`src/rtl/serial_adder_if.sv`:
```
// Start/busy/done handshake and operand/result bus of the bit-serial adder.
// master: controller side (drives start, a, b, cin, sub).
// slave:  adder side (drives busy, done, sum, cout, overflow).
interface serial_adder_if #(
  parameter int unsigned WIDTH = 8
);
  logic             start;
  logic [WIDTH-1:0] a;
  logic [WIDTH-1:0] b;
  logic             cin;
  logic             sub;
  logic             busy;
  logic             done;
  logic [WIDTH-1:0] sum;
  logic             cout;
  logic             overflow;

  modport master (
    output start, a, b, cin, sub,
    input  busy, done, sum, cout, overflow
  );

  modport slave (
    input  start, a, b, cin, sub,
    output busy, done, sum, cout, overflow
  );
endinterface

```
`src/rtl/serial_adder.sv`:
```
// Bit-serial adder/subtractor: one full-adder cell, a carry flop and operand
// shift registers, WIDTH cycles per operation.
// Ports:
//   clk   - rising-edge clock
//   rst_n - asynchronous active-low reset
//   bus   - slave side of serial_adder_if:
//           start/a/b/cin/sub in, busy/done/sum/cout/overflow out (registered)
module serial_adder #(
  parameter int unsigned WIDTH = 8
) (
  input  logic           clk,
  input  logic           rst_n,
  serial_adder_if.slave  bus
);

  localparam int unsigned CNT_W = $clog2(WIDTH);

  typedef enum logic [1:0] {
    S_IDLE = 2'd0,
    S_RUN  = 2'd1,
    S_DONE = 2'd2
  } state_e;

  state_e           state_q, state_d;
  logic [CNT_W-1:0] cnt_q, cnt_d;
  logic [WIDTH-1:0] a_sh_q, a_sh_d;
  logic [WIDTH-1:0] b_sh_q, b_sh_d;
  logic [WIDTH-1:0] res_q, res_d;
  logic [WIDTH-1:0] sum_q, sum_d;
  logic             carry_q, carry_d;
  logic             cout_q, cout_d;
  logic             ovf_q, ovf_d;
  logic             busy_q, busy_d;
  logic             done_q, done_d;

  logic             bit_s;
  logic             carry_nxt;
  logic             last_bit;

  // Single full-adder cell on the operand LSBs.
  always_comb begin
    bit_s     = a_sh_q[0] ^ b_sh_q[0] ^ carry_q;
    carry_nxt = (a_sh_q[0] & b_sh_q[0]) | (a_sh_q[0] & carry_q) | (b_sh_q[0] & carry_q);
    last_bit  = (cnt_q == CNT_W'(WIDTH - 1));
  end

  // Next-state and datapath control.
  always_comb begin
    state_d = state_q;
    cnt_d   = cnt_q;
    a_sh_d  = a_sh_q;
    b_sh_d  = b_sh_q;
    res_d   = res_q;
    carry_d = carry_q;
    sum_d   = sum_q;
    cout_d  = cout_q;
    ovf_d   = ovf_q;

    unique case (state_q)
      S_IDLE, S_DONE: begin
        if (bus.start) begin
          // Subtraction is A + ~B + 1: invert B and force the carry-in.
          a_sh_d  = bus.a;
          b_sh_d  = bus.sub ? ~bus.b : bus.b;
          carry_d = bus.sub | bus.cin;
          cnt_d   = '0;
          state_d = S_RUN;
        end else begin
          state_d = S_IDLE;
        end
      end
      S_RUN: begin
        a_sh_d  = a_sh_q >> 1;
        b_sh_d  = b_sh_q >> 1;
        res_d   = {bit_s, res_q[WIDTH-1:1]};
        carry_d = carry_nxt;
        cnt_d   = cnt_q + CNT_W'(1);
        if (last_bit) begin
          // carry_q here is the carry into the MSB.
          sum_d   = {bit_s, res_q[WIDTH-1:1]};
          cout_d  = carry_nxt;
          ovf_d   = carry_q ^ carry_nxt;
          state_d = S_DONE;
        end
      end
      default: state_d = S_IDLE;
    endcase

    busy_d = (state_d == S_RUN);
    done_d = (state_d == S_DONE);
  end

  // State and output registers.
  always_ff @(posedge clk or negedge rst_n) begin
    if (!rst_n) begin
      state_q <= S_IDLE;
      cnt_q   <= '0;
      a_sh_q  <= '0;
      b_sh_q  <= '0;
      res_q   <= '0;
      carry_q <= 1'b0;
      sum_q   <= '0;
      cout_q  <= 1'b0;
      ovf_q   <= 1'b0;
      busy_q  <= 1'b0;
      done_q  <= 1'b0;
    end else begin
      state_q <= state_d;
      cnt_q   <= cnt_d;
      a_sh_q  <= a_sh_d;
      b_sh_q  <= b_sh_d;
      res_q   <= res_d;
      carry_q <= carry_d;
      sum_q   <= sum_d;
      cout_q  <= cout_d;
      ovf_q   <= ovf_d;
      busy_q  <= busy_d;
      done_q  <= done_d;
    end
  end

  assign bus.busy     = busy_q;
  assign bus.done     = done_q;
  assign bus.sum      = sum_q;
  assign bus.cout     = cout_q;
  assign bus.overflow = ovf_q;

endmodule

```
`src/flat_wrapper.sv`:
```
// flat-port wrapper written by rule: the top's interface ports become plain ports
module serial_adder_flat 
#(
  parameter int unsigned WIDTH = 8
)
  (clk, rst_n, bus_start, bus_a, bus_b, bus_cin, bus_sub, bus_busy, bus_done, bus_sum, bus_cout, bus_overflow);
  serial_adder_if #(.WIDTH(WIDTH)) bus_i ();
  input  logic clk;
  input  logic rst_n;
  input wire logic [$bits(bus_i.start)-1:0] bus_start;
  input wire logic [$bits(bus_i.a)-1:0] bus_a;
  input wire logic [$bits(bus_i.b)-1:0] bus_b;
  input wire logic [$bits(bus_i.cin)-1:0] bus_cin;
  input wire logic [$bits(bus_i.sub)-1:0] bus_sub;
  output wire logic [$bits(bus_i.busy)-1:0] bus_busy;
  output wire logic [$bits(bus_i.done)-1:0] bus_done;
  output wire logic [$bits(bus_i.sum)-1:0] bus_sum;
  output wire logic [$bits(bus_i.cout)-1:0] bus_cout;
  output wire logic [$bits(bus_i.overflow)-1:0] bus_overflow;
  assign bus_i.start = bus_start;
  assign bus_i.a = bus_a;
  assign bus_i.b = bus_b;
  assign bus_i.cin = bus_cin;
  assign bus_i.sub = bus_sub;
  assign bus_busy = bus_i.busy;
  assign bus_done = bus_i.done;
  assign bus_sum = bus_i.sum;
  assign bus_cout = bus_i.cout;
  assign bus_overflow = bus_i.overflow;
  serial_adder #(.WIDTH(WIDTH)) u_core (.clk(clk), .rst_n(rst_n), .bus(bus_i));
endmodule
```
`config.mk`:
```
export PLATFORM = sky130hd
export DESIGN_NAME = serial_adder_flat
export DESIGN_NICKNAME = d
export VERILOG_FILES = /design/src/rtl/serial_adder_if.sv /design/src/rtl/serial_adder.sv /design/src/flat_wrapper.sv
export SDC_FILE = /design/constraint.sdc
export NUM_CORES = 1
export LEC_CHECK = 0
export BUFFER_PORTS_ARGS = -buffer_cell sky130_fd_sc_hd__buf_4
export CAP_MARGIN = 20
export CORE_AREA = 2 2 80 82
export DETAILED_ROUTE_END_ITERATION = 7
export DIE_AREA = 0 0 82 84
export MAX_ROUTING_LAYER = met4
export PLACE_DENSITY = 0.48
export SLEW_MARGIN = 20
export SYNTH_ARGS = -nofsm -noshare
export SYNTH_HDL_FRONTEND = slang
export SYNTH_SLANG_ARGS = --single-unit
```
`constraint.sdc`:
```
create_clock -name clk -period 1.4 [get_ports clk]
set_input_delay 0.14 -clock clk [delete_from_list [all_inputs] [get_ports clk]]
set_output_delay 0.14 -clock clk [all_outputs]
set_load 0.05 [all_outputs]
```
==> flow_metrics.tcl <==
set metrics [dict create \
    status "finished, violations left" \
    violations "negative setup slack" \
    clk_pin_slew_worst_paths_ns 0.07 \
    synth-edff-count 0 \
    synth.largest_area_cell "dfrtp_1" \
    pre_cts_ws_ns -0.1039 \
    drtIter0Drc 16 \
    final.setup_skew_ns 0.003538 \
    grt_max_degree 42 \
    vias_per_cell 4.556 \
    holdCritPathClass "in2reg" \
    crit_chain "ha_2, ha_4, nand3b_1, buf_12, mux2_4" \
    path_delay_family "flip-flops" \
    die_area_um2 6888 \
    post-route-drc-count 0 \
    critPathBufInv 1 \
    yosysMostFrequentCell "dfrtp_1" \
    area_growth_pct 29.61 \
    vias 1107 \
    path_max_fanout 11 \
    tightest_slew_ns 0.5148 \
    cts_root_buf "clkbuf_8" \
    yosysSeqAreaShare_pct 59.08 \
    clock_path_buffers 2 \
    ys.warnings.count 0 \
    min_period_ns 1.447 \
    synth_cells 126 \
    vdd_drop_max_mv 1.004 \
    finalWirelength_mm 3.265 \
    final_util_pct 36.93 \
    crit_slowest_cell "dfrtp_1" \
    synthesis.nets 150 \
    track_usage_pct 10.98 \
    finalSetupViolCount 9 \
    core-area_um2 6096 \
    rsz0062_at_grt "yes" \
    grt_pass1_vias 1213 \
    numCtsBuffers 5 \
    grt_antenna_before_repair 0 \
    synth-async-reset-ratio_pct 100.0 \
    syn_area_per_cell_um2 13.78 \
    synth.area.top_cells "dfrtp_1, mux2_2, a22o_1, a221o_1, xnor2_1" \
    fin_crit_sh_pct 103.4 \
    stdcell_area_um2 2251 \
    drt-pass1-iter-count 4 \
    rows 29 \
    clock_latency_ns 0.29 \
    cts_tree "done" \
    layout-drive-gt1-share_pct 41.57 \
    start_kind "register" \
    overflow 0 \
    crit_type "reg2reg" \
    worstSetupEndpointType "register" \
    syn-cell-area_um2 1737 \
    die_width_um 82 \
    timing.final.ws_setup_ns -0.04737 \
    ioPinCount 33 \
    report.final.slew_viol_count 0 \
    start_util_pct 28.49 \
    place_area_um2 2101 \
    reg2reg_slack_ns -0.05 \
    power_leakage_nw 1.118 \
    numPortBuffers 32 \
    n_antenna_cell 0 \
    synthTopCellsByCount "dfrtp_1, mux2_2, a22o_1, nor2_1" \
    ys_seq_elements 41 \
    required_ns 1.58 \
    total_power_w 0.005507 \
    max-cap-violations 0 \
    arrival_ns 1.62 \
    dpl.hpwl_mm 2.257 \
    cts.htree.levels 2 \
    fin_nets 189 \
    max_freq_mhz 690.9 \
    wl_per_cell_um 13.44 \
    powerDensity_nw_per_um2 2446 \
    place_congestion 0.6966 \
    slew-limit-headroom_pct 65.68 \
    cts.sinks 41 \
    cpPeakStageDelay_ns 0.39 \
    hold_viol_final 0 \
    die_h_um 84 \
    final_antenna_net_count 0 \
    synth_cell_types 22 \
    grt_pass1_wl_mm 5.533 \
    synth_ff_type "dfrtp_1" \
    yosysTopAreaCellShare_pct 59.08 \
]
report_power, final:
| part | total [W] | switching (W) | internal (W) | leakage [nW] |
|---|---|---|---|---|
| clock network | 0.000837 | 0.000391 | 0.000445 | 0.0542 |
| registers | 0.00208 | 0.000333 | 0.00175 | 0.505 |
| logic | 0.00259 | 0.00132 | 0.00127 | 0.558 |
| total | 0.00551 | 0.00205 | 0.00346 | 1.12 |
stage by stage:
step | TNS [ns] | hold WS, ns | std cells
3_5_place_dp | -1.737 | 0.1558 | 232
5_1_grt | -0.7802 | 0.07798 | 243
3_3_place_gp | -0.4729 | 0.1436 | 232
2_1_floorplan | -0.2802 | -0.1556 | 126
6_report | -0.3981 | 0.08888 | 243
4_1_cts | -0.5575 | 0.07899 | 242
per-layer routing:
layer	vias to the layer above	wire (um)	GRT usage, %
li1	525	-	-
met1	558	1361	11.55
met2	22	1760	18.77
met3	2	104	3.247
met4	0	38	4.545
met5	-	0	-
what timing repair did:
action / CTS / global route
resized for setup: 3 / 3
gates cloned: 0 / 0
setup endpoints to repair: 29 / 15
pin swaps: 0 / 0
endpoints found under the hold margin: 41 / 0
hold buffers: 1 / 0
setup buffers: 1 / 1
area by class of cell:
class	instances	area [um2]
repair buffers	41	330.3
well taps	77	96.34
clock buffers	7	96.34
clock inverters	1	5.005
multi-input cells	73	685.7
flip-flops and latches	41	1026
fillers	605	3845
inverters	3	11.26
cell usage in the layout (no fill, tap or decap):
master,n
buf_4,38
buf_12,1
mux2_4,9
a21o_1,7
nor2b_1,1
a221o_1,8
ha_2,1
nor2_4,1
nand2_1,1
nand2b_1,1
dfrtp_1,41
xor2_1,1
clkinv_2,1
clkbuf_8,7
ha_4,1
inv_1,3
xnor2_1,8
buf_8,1
o21ai_0,3
fa_1,1
nor2b_2,1
mux2_2,8
a22o_1,11
nand3b_1,1
dlygate4sd3_1,1
nor2_1,9
worst reg2reg max path, cell delays in order, from the launching register on:
cell and delay [ns]:
dfrtp_1 0.39, ha_2 0.20, ha_4 0.16, nand3b_1 0.12, buf_12 0.16, mux2_4 0.30
flip-flops by register name (all words and copies together) (netlist names):
| register | cells |
|---|---|
| u_core.a_sh_q | 8 |
| u_core.b_sh_q | 8 |
| u_core.bus.sum | 8 |
| u_core.res_q | 7 |
| u_core.cnt_q | 3 |
| u_core.state_q | 2 |
| u_core.bus.busy | 1 |
| u_core.bus.cout | 1 |
| u_core.bus.done | 1 |
| u_core.bus.overflow | 1 |
| u_core.carry_q | 1 |
kinds of logic (layout without fill, tap and decap cells):
family	after synthesis	after routing	share of synthesized area, %
adders and majority gates	3	3	2.593
xor gates and xnor gates	9	9	4.539
AOI/OAI and AO/OA	29	29	14.05
and+or+nand+nor	15	15	4.179
buffers and inverters	12	52	4.538
DFF	41	41	59.08
muxes	17	17	11.02
final timing paths:
check                                 startpoint                end  cells past startpoint
max in group asynchronous                  rst_n   u_core.a_sh_q[5]                      2
worst min register to register  u_core.a_sh_q[2]   u_core.a_sh_q[2]                      1
worst max-delay path             u_core.cnt_q[1]  u_core.bus.sum[3]                      5
worst min-delay path                    bus_a[7]   u_core.a_sh_q[7]                      2
min in group asynchronous                  rst_n    u_core.bus.done                      2
worst max register to register   u_core.cnt_q[1]  u_core.bus.sum[3]                      5
(Power assumes the default switching activity.)
